$ cat src/rtl/uart_program_loader_pkg.sv
// Shared definitions for the UART program loader.
//   loader_state_t : loader FSM states
//   HDR_BYTES      : bytes in the little-endian word-count header
//   BYTES_PER_WORD : bytes assembled into one instruction word
package loader_pkg;

  typedef enum logic [2:0] {
    IDLE,
    HDR_LO,
    HDR_HI,
    DATA,
    DONE,
    ERROR
  } loader_state_t;

  localparam int HDR_BYTES      = 2;
  localparam int BYTES_PER_WORD = 4;

endpackage

$ cat src/rtl/uart_program_loader_word_assembler.sv
// Packs a byte stream little-endian into 32-bit words.
// Ports:
//   clk, rst   : clock, synchronous active-high reset
//   clear      : drop any partial word and restart at byte 0
//   strobe     : byte_in is valid this cycle
//   byte_in    : incoming byte
//   byte_idx   : position the next byte will take (0 = bits [7:0])
//   word       : last completed word, held until the next one completes
//   word_valid : one-cycle pulse, the cycle after the last byte of a word
module word_assembler
  import loader_pkg::*;
(
  input  logic                          clk,
  input  logic                          rst,
  input  logic                          clear,
  input  logic                          strobe,
  input  logic [7:0]                    byte_in,
  output logic [1:0]                    byte_idx,
  output logic [8*BYTES_PER_WORD-1:0]   word,
  output logic                          word_valid
);

  logic [8*(BYTES_PER_WORD-1)-1:0] partial;

  // NOTE: sequential state is updated only with non-blocking assignments so
  // every register samples values from before the clock edge.
  always_ff @(posedge clk) begin
    if (rst) begin
      byte_idx   <= '0;
      partial    <= '0;
      word       <= '0;
      word_valid <= 1'b0;
    end else begin
      word_valid <= 1'b0;
      if (clear) begin
        byte_idx <= '0;
      end else if (strobe) begin
        // Wraps back to 0 after the fourth byte.
        byte_idx <= byte_idx + 2'd1;
        case (byte_idx)
          2'd0:    partial[7:0]   <= byte_in;
          2'd1:    partial[15:8]  <= byte_in;
          2'd2:    partial[23:16] <= byte_in;
          default: begin
            word       <= {byte_in, partial};
            word_valid <= 1'b1;
          end
        endcase
      end
    end
  end

endmodule

$ cat src/rtl/uart_program_loader.sv
// Loads a program received over UART into instruction memory.
// Stream format: 16-bit little-endian word count N, then N words of 4
// little-endian bytes each. The CPU is held while a load is running and
// after a failed load (memory then holds a partial program).
// Ports:
//   clk, rst            : clock, synchronous active-high reset
//   flash               : load request level (rising edge starts, falling aborts)
//   uart_valid/uart_byte: received byte strobe and data
//   imem_we/addr/wdata  : one write per assembled word, sequential addresses
//   cpu_hold            : fetch must not advance
//   busy                : header or data phase in progress
//   load_done           : one-cycle pulse on success
//   load_error          : set on bad header, timeout or abort until next start
//   words_loaded        : words written by the current or most recent load
module uart_program_loader
  import loader_pkg::*;
#(
  parameter int IMEM_ADDR_W    = 10,
  parameter int TIMEOUT_CYCLES = 1000000
) (
  input  logic                   clk,
  input  logic                   rst,
  input  logic                   flash,
  input  logic                   uart_valid,
  input  logic [7:0]             uart_byte,
  output logic                   imem_we,
  output logic [IMEM_ADDR_W-1:0] imem_addr,
  output logic [31:0]            imem_wdata,
  output logic                   cpu_hold,
  output logic                   busy,
  output logic                   load_done,
  output logic                   load_error,
  output logic [IMEM_ADDR_W:0]   words_loaded
);

  localparam int            TW         = $clog2(TIMEOUT_CYCLES + 1);
  localparam logic [TW-1:0] TIMER_LAST = TW'(TIMEOUT_CYCLES - 1);
  localparam logic [1:0]    LAST_IDX   = 2'(BYTES_PER_WORD - 1);
  localparam int            HW         = 8 * HDR_BYTES;

  loader_state_t state, state_next;

  logic          flash_q;
  logic [7:0]    hdr_lo;
  logic [HW-1:0] hdr_n;
  logic [HW-1:0] n_rx;
  logic [TW-1:0] timer;
  logic [1:0]    byte_idx;

  logic flash_rise, flash_fall, start, in_load;
  logic accept, data_accept, last_write, timeout, hdr_ok;

  assign flash_rise = flash & ~flash_q;
  assign flash_fall = ~flash & flash_q;
  assign start      = flash_rise && (state == IDLE || state == ERROR);
  assign in_load    = (state == HDR_LO) || (state == HDR_HI) || (state == DATA);

  // The write of the final word is in flight: bytes from here on belong to
  // nothing and are ignored.
  assign last_write  = (state == DATA) && imem_we &&
                       (32'(words_loaded) == 32'(hdr_n));
  // An abort in the same cycle drops the byte.
  assign accept      = uart_valid && in_load && !flash_fall && !last_write;
  assign data_accept = accept && (state == DATA);

  // Timer counts cycles since the last accepted byte; expiry at edge number
  // TIMEOUT_CYCLES after that byte's edge.
  assign timeout = ((state == HDR_HI) || (state == DATA)) && (timer == TIMER_LAST);

  assign n_rx   = {uart_byte, hdr_lo};
  assign hdr_ok = (n_rx != '0) && (32'(n_rx) <= (32'd1 << IMEM_ADDR_W));

  always_ff @(posedge clk) begin
    if (rst) begin
      state   <= IDLE;
      flash_q <= 1'b0;
    end else begin
      state   <= state_next;
      flash_q <= flash;
    end
  end

  always_ff @(posedge clk) begin
    if (rst) begin
      hdr_lo       <= '0;
      hdr_n        <= '0;
      timer        <= '0;
      words_loaded <= '0;
      imem_addr    <= '0;
    end else begin
      if (accept && state == HDR_LO) hdr_lo <= uart_byte;
      if (accept && state == HDR_HI) hdr_n  <= n_rx;

      if ((state == HDR_HI || state == DATA) && !accept) timer <= timer + 1'b1;
      else                                                timer <= '0;

      if (start) begin
        words_loaded <= '0;
      end else if (data_accept && byte_idx == LAST_IDX) begin
        // Address and count both appear in the cycle the write happens.
        imem_addr    <= words_loaded[IMEM_ADDR_W-1:0];
        words_loaded <= words_loaded + 1'b1;
      end
    end
  end

  word_assembler u_asm (
    .clk        (clk),
    .rst        (rst),
    .clear      (state != DATA),
    .strobe     (data_accept),
    .byte_in    (uart_byte),
    .byte_idx   (byte_idx),
    .word       (imem_wdata),
    .word_valid (imem_we)
  );

  // NOTE: every output of this block gets a default before the case so no
  // path leaves a value unassigned, which would infer a latch.
  always_comb begin
    state_next = state;
    busy       = 1'b0;
    cpu_hold   = 1'b0;
    load_done  = 1'b0;
    load_error = 1'b0;
    case (state)
      IDLE: begin
        if (flash_rise) state_next = HDR_LO;
      end
      HDR_LO: begin
        busy     = 1'b1;
        cpu_hold = 1'b1;
        if (flash_fall)  state_next = IDLE;
        else if (accept) state_next = HDR_HI;
      end
      HDR_HI: begin
        busy     = 1'b1;
        cpu_hold = 1'b1;
        if (flash_fall)   state_next = ERROR;
        else if (accept)  state_next = hdr_ok ? DATA : ERROR;
        else if (timeout) state_next = ERROR;
      end
      DATA: begin
        busy     = 1'b1;
        cpu_hold = 1'b1;
        if (flash_fall)                state_next = ERROR;
        else if (last_write)           state_next = DONE;
        else if (timeout && !accept)   state_next = ERROR;
      end
      DONE: begin
        load_done  = 1'b1;
        state_next = IDLE;
      end
      ERROR: begin
        load_error = 1'b1;
        cpu_hold   = 1'b1;
        if (flash_rise) state_next = HDR_LO;
      end
      default: state_next = IDLE;
    endcase
  end

endmodule
$ cat config.mk
export PLATFORM = sky130hd
export DESIGN_NAME = uart_program_loader
export DESIGN_NICKNAME = d
export VERILOG_FILES = /design/src/rtl/uart_program_loader_pkg.sv /design/src/rtl/uart_program_loader_word_assembler.sv /design/src/rtl/uart_program_loader.sv
export SDC_FILE = /design/constraint.sdc
export NUM_CORES = 1
export LEC_CHECK = 0
export ABC_AREA = 0
export BUFFER_PORTS_ARGS = -buffer_cell sky130_fd_sc_hd__buf_2
export CELL_PAD_IN_SITES_DETAIL_PLACEMENT = 0
export CELL_PAD_IN_SITES_GLOBAL_PLACEMENT = 1
export CORE_UTILIZATION = 45
export CTS_CLUSTER_DIAMETER = 150
export DETAILED_ROUTE_END_ITERATION = 6
export PLACE_DENSITY_LB_ADDON = 0.1
export SLEW_MARGIN = 20
export SYNTH_ARGS = -nofsm -noshare
export SYNTH_HDL_FRONTEND = slang
export SYNTH_HIERARCHICAL = 1
export SYNTH_SLANG_ARGS = --single-unit
$ cat constraint.sdc
create_clock -name clk -period 3.16 [get_ports clk]
set_clock_uncertainty 0.2 [all_clocks]
set_input_delay 0.158 -clock clk [delete_from_list [all_inputs] [get_ports clk]]
set_output_delay 0.158 -clock clk [all_outputs]
set_load 0.05 [all_outputs]
==> impl_metrics.json, run 1 <==
{
  "status": "complete, no violations",
  "dp.final_hpwl_um": 8122,
  "clock_sinks": 128,
  "unrepaired_setup_endpoints_after_global_routing": "no",
  "worstMarginPinSlew_ns": 0.7201,
  "synthFlopType": "sky130_fd_sc_hd__dfxtp_1",
  "required_time_of_the_critical_path_ns": 3.24,
  "muxShareOfSynthArea_pct": 16.27,
  "final.min_clock_period_ns": 2.862,
  "cts_max_path_buffers": 2,
  "area_growth_syn_to_layout_pct": 19.43,
  "fp.dieH_um": 114.8,
  "detail_route.wl_per_cell_um": 14.50,
  "fmax_mhz": 349.4,
  "postRouteAntennaNets": 0,
  "netlist.top_cell.by_area": "sky130_fd_sc_hd__dfxtp_1",
  "globalRouteTotalUtil_pct": 19.46,
  "setup.worst_path.class": "reg -> reg",
  "post_cts_buffers": 0,
  "wire_length_of_the_first_global_routing_pass_um": 19700,
  "fp.dieW_um": 114.8,
  "synth_cells": 555,
  "endpoints_failing_hold": 0,
  "post_drt_via_cell_ratio": 4.952,
  "worstSetupEndpointType": "flop",
  "hold_class": "in -> reg",
  "synth_top_cell_area_share_pct": 44.72,
  "cts.clk_slew.worst_paths_ns": 0.06,
  "synth_enable_flop_cells": 0,
  "irDropWorstVdd_mv": 0.2783,
  "gr-total-overflow": 0,
  "first_global_vias": 3951,
  "cts_tree": "yes",
  "setup-tns-final_ns": 0,
  "path_max_fanout": 14,
  "totalPowerFinal_mw": 3.983,
  "average_size_of_a_mapped_cell_sq_um": 10.33,
  "final_layout_size_suffix_gt1_share_pct": 22.14,
  "fillerInstances": 1138,
  "setup_viol": 0,
  "postSynth.asyncResetShare_pct": 0,
  "synth_simple_gate_area_share_pct": 24.76,
  "remaining_drc_errors": 0,
  "max_cap_violations": 0,
  "gpl.final_weighted_congestion": 0.7962,
  "worstSkewPairLatency_ns": 0.41,
  "buffer_ports.inserted": 69,
  "power.density_cell_area_mw_per_mm2": 581.9,
  "htree_num_levels": 4,
  "layout.cells.non_filler": 814,
  "final_common_cell": "sky130_fd_sc_hd__dfxtp_1",
  "final_cell_mix": "128 x sky130_fd_sc_hd__dfxtp_1, 92 x sky130_fd_sc_hd__mux2i_1, 69 x sky130_fd_sc_hd__buf_2, 66 x sky130_fd_sc_hd__nand2b_1, 48 x sky130_fd_sc_hd__nor2_1",
  "yosys_warn_count": 6,
  "ys_seq_area_share_pct": 44.72,
  "post_synthesis_compound_gate_area_fraction_pct": 3.362,
  "initial_utilization_pct": 46.93,
  "synth.cell_area_sq_mm": 0.005730,
  "cellLeakagePower_nw": 2.943,
  "totalWireLength_um": 11800,
  "slew_viol_final": 0,
  "netlist-cell-type-count": 52,
  "placement_rows": 40,
  "cts_repair_resize_count": 0,
  "synth_area_leaders": "sky130_fd_sc_hd__dfxtp_1 45%, sky130_fd_sc_hd__mux2i_1 16%, sky130_fd_sc_hd__nand2b_1 7.2%, sky130_fd_sc_hd__xor2_1 4.0%, sky130_fd_sc_hd__nor2_4 3.5%",
  "dieArea_sq_mm": 0.01319,
  "core_sq_mm": 0.01221,
  "via_count": 4031,
  "timing.max_slew.rel_slack_pct": 51.99,
  "cts.root.buffer_cell": "sky130_fd_sc_hd__clkbuf_16",
  "setup.worst_path.start_class": "flop",
  "antenna_found_initial": 0,
  "yosys_register_bits": 128,
  "i_o_pins": 70,
  "final.period_utilization_pct": 90.58,
  "placed_cells_incl_taps": 773,
  "cts_inserted_buffers": 17,
  "syn_nets": 573,
  "cp_data_arrival_time_ns": 2.94,
  "grt_start_max_net_pins": 48,
  "synthXorXnorAreaFrac_pct": 5.197,
  "synthAdderAreaFrac_pct": 1.310,
  "dr.first_iter.drc_count": 177,
  "finalCoreUtilization_pct": 56.05,
  "n_antenna_cell": 0,
  "design.final.nets": 651,
  "firstDrtPassIters": 4,
  "largest_family_of_logic_cells_by_synthesized_area": "simple AND/OR/NAND/NOR gates",
  "hold_buffers": 9
}
routing by layer:
metal | track usage [%] | wire length [um] | share of wire, % | vias up
li1 | - | - | - | 2065
met1 | 25.06 | 5676 | 48 | 1887
met2 | 31.61 | 5590 | 47 | 64
met3 | 4.744 | 375 | 3.2 | 15
met4 | 7.273 | 161 | 1.4 | 0
met5 | 0 | 0 | 0 | -
registers in the layout, summed over array words and instances (netlist names):
name / count
flash_q: 1
hdr_lo: 8
hdr_n: 16
imem_addr: 10
state: 3
timer: 20
u_asm/byte_idx: 2
u_asm/partial: 24
u_asm/word: 32
u_asm/word_valid: 1
words_loaded: 11
worst max-delay path: stages, from the launching register on:
cell,delay (ns)
sky130_fd_sc_hd__dfxtp_1,0.61
sky130_fd_sc_hd__nand3b_2,0.23
sky130_fd_sc_hd__nor4_2,0.06
sky130_fd_sc_hd__nand4_2,0.17
sky130_fd_sc_hd__and2_4,0.19
sky130_fd_sc_hd__nor2b_1,0.56
sky130_fd_sc_hd__nand3b_1,0.49
sky130_fd_sc_hd__mux2i_1,0.22
per-stage QoR:
step                hold WS, ns  cell area, sq um  setup slack (ns)
finish                  0.09040              6844            0.2977
global route             0.1294              6844           0.06458
CTS                     0.09627              6844            0.2837
detailed placement       0.2281              6142            0.3196
global placement         0.2253              6142            0.4066
floorplan               0.08618              5731            0.4609
cells by family (layout without fill, tap and decap cells):
group,count (synthesis),after routing
compound gates,31,31
xor+xnor,34,34
fa+ha+maj,6,6
buf+inv,36,127
flops,128,128
mux,93,93
simple gates,227,227
layout make-up:
class                      instances  area (sq um)  area share (%)
clock buffer                      20         446.7           6.527
clock inverter                    12         165.2           2.413
inverter                           7         26.28          0.3839
multi-input combinational        391          2923           42.71
sequential                       128          2562           37.44
tap                              168         210.2           3.071
timing repair buffer              88         510.5           7.459
cells in the mapped netlist (3+ instances only):
master and instances:
sky130_fd_sc_hd__nor4b_1 5, sky130_fd_sc_hd__clkbuf_1 13, sky130_fd_sc_hd__inv_1 7, sky130_fd_sc_hd__buf_12 3
sky130_fd_sc_hd__buf_2 3, sky130_fd_sc_hd__o21a_1 5, sky130_fd_sc_hd__ha_1 6, sky130_fd_sc_hd__nor2b_1 5
sky130_fd_sc_hd__nor2_4 18, sky130_fd_sc_hd__nor2_1 48, sky130_fd_sc_hd__nor4_1 6, sky130_fd_sc_hd__xor2_1 26
sky130_fd_sc_hd__or3_1 7, sky130_fd_sc_hd__nand2_1 16, sky130_fd_sc_hd__o21ai_0 9, sky130_fd_sc_hd__buf_4 3
sky130_fd_sc_hd__and2_1 3, sky130_fd_sc_hd__dfxtp_1 128, sky130_fd_sc_hd__and3_1 4, sky130_fd_sc_hd__mux2i_1 92
sky130_fd_sc_hd__a21oi_1 9, sky130_fd_sc_hd__xnor2_1 8, sky130_fd_sc_hd__buf_6 7, sky130_fd_sc_hd__nor3_1 6
sky130_fd_sc_hd__nand2b_1 66, sky130_fd_sc_hd__nand4_1 8, sky130_fd_sc_hd__nand3_1 13
path summary, 6_finish.rpt:
path | from | to | slack (ns) | cells past startpoint
max | state[2] | u_asm/partial[12] | 0.30 | 7
min | rst | hdr_lo[3] | 0.09 | 2
max reg2reg | state[2] | u_asm/partial[12] | 0.30 | 7
min reg2reg | u_asm/word[4] | u_asm/word[4] | 0.27 | 2
power by group:
part,switching [mW],internal (mW)
sequential,0.0137,1.64
clock,0.693,1.33
combinational,0.195,0.116
Note: power is estimated with default switching activity, not from simulation.
==> run 2, diff against run 1 <==
--- a/config.mk
+++ b/config.mk
@@ -10,8 +10,8 @@
 export CELL_PAD_IN_SITES_DETAIL_PLACEMENT = 0
 export CELL_PAD_IN_SITES_GLOBAL_PLACEMENT = 1
-export CORE_UTILIZATION = 45
+export CORE_UTILIZATION = 49
 export CTS_CLUSTER_DIAMETER = 150
 export DETAILED_ROUTE_END_ITERATION = 6
-export PLACE_DENSITY_LB_ADDON = 0.1
+export PLACE_DENSITY = 0.83
 export SLEW_MARGIN = 20
 export SYNTH_ARGS = -nofsm -noshare
==> constraint.sdc (replaced) <==
create_clock -name clk -period 3.7 [get_ports clk]
set_clock_uncertainty 0.2 [all_clocks]
set_input_delay 0.555 -clock clk [delete_from_list [all_inputs] [get_ports clk]]
set_output_delay 0.555 -clock clk [all_outputs]
set_load 0.05 [all_outputs]
==> impl_metrics.json, run 2 (synthesis gave the netlist of run 1 again) <==
{
  "initial_utilization_pct": 50.19,
  "hold_buffers": 0,
  "globalRouteTotalUtil_pct": 20.23,
  "power.density_cell_area_mw_per_mm2": 493.9,
  "layout_top_registers": "u_asm/word (32), u_asm/partial (24), timer (20)",
  "required_time_of_the_critical_path_ns": 3.77,
  "worstMarginPinSlew_ns": 0.9675,
  "setup-tns-final_ns": 0,
  "internal_power_mw": 2.555,
  "placed_area_sq_mm": 0.006071,
  "finalInstanceArea_sq_mm": 0.006654,
  "path_max_fanout": 16,
  "post_cts_buffers": 0,
  "timing.critical_path.to": "u_asm/partial[13]",
  "cellLeakagePower_nw": 2.860,
  "buffer_ports.inserted": 69,
  "worstSetupEndpointType": "flop",
  "cts_inserted_buffers": 17,
  "fp.dieW_um": 110.1,
  "cts_tree": "yes",
  "grt_start_max_net_pins": 55,
  "detail_route.wl_per_cell_um": 15.06,
  "max_cap_violations": 0,
  "irDropWorstVdd_mv": 0.3427,
  "combinationalPowerShare_pct": 7.1,
  "final.min_clock_period_ns": 3.090,
  "setup_viol": 0,
  "cts.clk_slew.worst_paths_ns": 0.05,
  "status": "complete, no violations",
  "final.period_utilization_pct": 83.51,
  "fmax_mhz": 323.6,
  "remaining_drc_errors": 0,
  "setup.worst_path.class": "reg -> reg",
  "fp.dieH_um": 110.1,
  "setup.worst_path.start_class": "flop",
  "design.final.nets": 635,
  "cts.root.buffer_cell": "sky130_fd_sc_hd__clkbuf_16",
  "endpoints_failing_hold": 0,
  "cts_max_path_buffers": 2,
  "unrepaired_setup_endpoints_after_global_routing": "no",
  "htree_num_levels": 4,
  "power_switching_share_pct": 22.24,
  "placement_rows": 39,
  "final_layout_size_suffix_gt1_share_pct": 21.18,
  "slew_viol_final": 0,
  "antenna_found_initial": 0,
  "r2r.worst_path.cells": 6,
  "power.share.clock_pct": 49.5,
  "placed_cells_incl_taps": 741,
  "n_antenna_cell": 0,
  "first_global_vias": 3747,
  "dp.final_hpwl_um": 7872,
  "postRouteAntennaNets": 0,
  "cp_data_arrival_time_ns": 3.16,
  "dr.first_iter.drc_count": 136,
  "gpl.final_weighted_congestion": 0.8357,
  "largest_reg_flops": 32,
  "cts_repair_resize_count": 0,
  "final_common_cell": "sky130_fd_sc_hd__dfxtp_1",
  "firstDrtPassIters": 4,
  "rr_startpoint": "state[1]",
  "setup.worst_path.start": "state[1]",
  "worstSkewPairLatency_ns": 0.41,
  "r2r_slack_ns": 0.61,
  "wire_length_of_the_first_global_routing_pass_um": 18320,
  "totalWireLength_um": 11610,
  "gr-total-overflow": 0,
  "reg_to_reg_endpoint": "u_asm/partial[13]",
  "clock_sinks": 128,
  "top_register": "u_asm/word",
  "power.net_switching_uw": 730.9,
  "i_o_pins": 70,
  "final_cell_mix": "128 x sky130_fd_sc_hd__dfxtp_1, 92 x sky130_fd_sc_hd__mux2i_1, 69 x sky130_fd_sc_hd__buf_2, 66 x sky130_fd_sc_hd__nand2b_1, 48 x sky130_fd_sc_hd__nor2_1",
  "timing.max_slew.rel_slack_pct": 34.91,
  "via_count": 4017,
  "area_growth_syn_to_layout_pct": 16.11,
  "core_sq_mm": 0.01142,
  "dieArea_sq_mm": 0.01213,
  "post_drt_via_cell_ratio": 5.210,
  "fillerInstances": 1014,
  "hold_class": "in -> reg",
  "layout.cells.non_filler": 771,
  "sequentialPowerShare_pct": 43.4
}
## run 2: cell count changes in the layout (fill, tap and decap cells not counted), moves of 2 or more
cell / before / now
sky130_fd_sc_hd__clkbuf_8: 1 / 5
sky130_fd_sc_hd__clkinv_2: 6 / 2
sky130_fd_sc_hd__buf_4: 10 / 2
sky130_fd_sc_hd__bufinv_16: 4 / 2
sky130_fd_sc_hd__dlygate4sd3_1: 9 / 0
## run 2: layout make-up
type / instances / area, sq um / share of cell area [%]
Inverter: 7 / 26.28 / 0.3949
Multi-Input combinational cell: 391 / 2923 / 43.93
Clock buffer: 25 / 505.5 / 7.597
Timing Repair Buffer: 72 / 380.4 / 5.716
Sequential cell: 128 / 2562 / 38.51
Tap cell: 143 / 178.9 / 2.689
Clock inverter: 5 / 77.57 / 1.166
## run 2: power groups by stage
stage	registers, mW	logic [mW]	clock network (mW)
6_report	1.43	0.234	1.63
5_1_grt	1.43	0.254	1.71
2_1_floorplan	1.44	0.201	0
3_5_place_dp	1.45	0.233	0
3_3_place_gp	1.45	0.229	0
4_1_cts	1.42	0.234	1.66
## run 2: per-stage QoR
| step | hold WS [ns] | setup slack, ns | power (mW) | util (%) |
|---|---|---|---|---|
| finish | 0.2112 | 0.6101 | 3.286 | 58.27 |
| global route | 0.2377 | 0.2700 | 3.395 | 58.27 |
| CTS | 0.1971 | 0.6400 | 3.320 | 58.27 |
| detailed placement | 0.2631 | 0.6522 | 1.687 | 53.17 |
| global placement | 0.2527 | 0.8073 | 1.679 | 53.17 |
| floorplan | 0.2388 | 1.001 | 1.638 | - |
## run 2: how the worst min path moves through the flow
stage | startpoint | end | cells after the start | slack [ns]
6_report | flash | flash_q | 2 | 0.21
4_1_cts | flash | flash_q | 2 | 0.20
5_1_grt | flash | flash_q | 2 | 0.24
3_5_place_dp | u_asm/word[8] | u_asm/word[8] | 2 | 0.26
3_3_place_gp | timer[0] | timer[0] | 1 | 0.25
2_1_floorplan | timer[0] | timer[0] | 1 | 0.24
## run 2: critical path: stages (launching register included)
cell and delay, ns:
sky130_fd_sc_hd__dfxtp_1 0.62, sky130_fd_sc_hd__o21ai_0 0.24, sky130_fd_sc_hd__nor3_2 0.35, sky130_fd_sc_hd__and2_4 0.24
sky130_fd_sc_hd__nor2b_1 0.56, sky130_fd_sc_hd__nand3b_1 0.52, sky130_fd_sc_hd__mux2i_1 0.23
## run 2: layer usage
metal	GRT usage (%)	vias to the layer above	wire [um]	share of wire, %
li1	-	2024	-	-
met1	26.08	1906	5548	48
met2	31.92	75	5455	47
met3	5.526	12	466	4.0
met4	8.365	0	139	1.2
met5	0	-	0	0
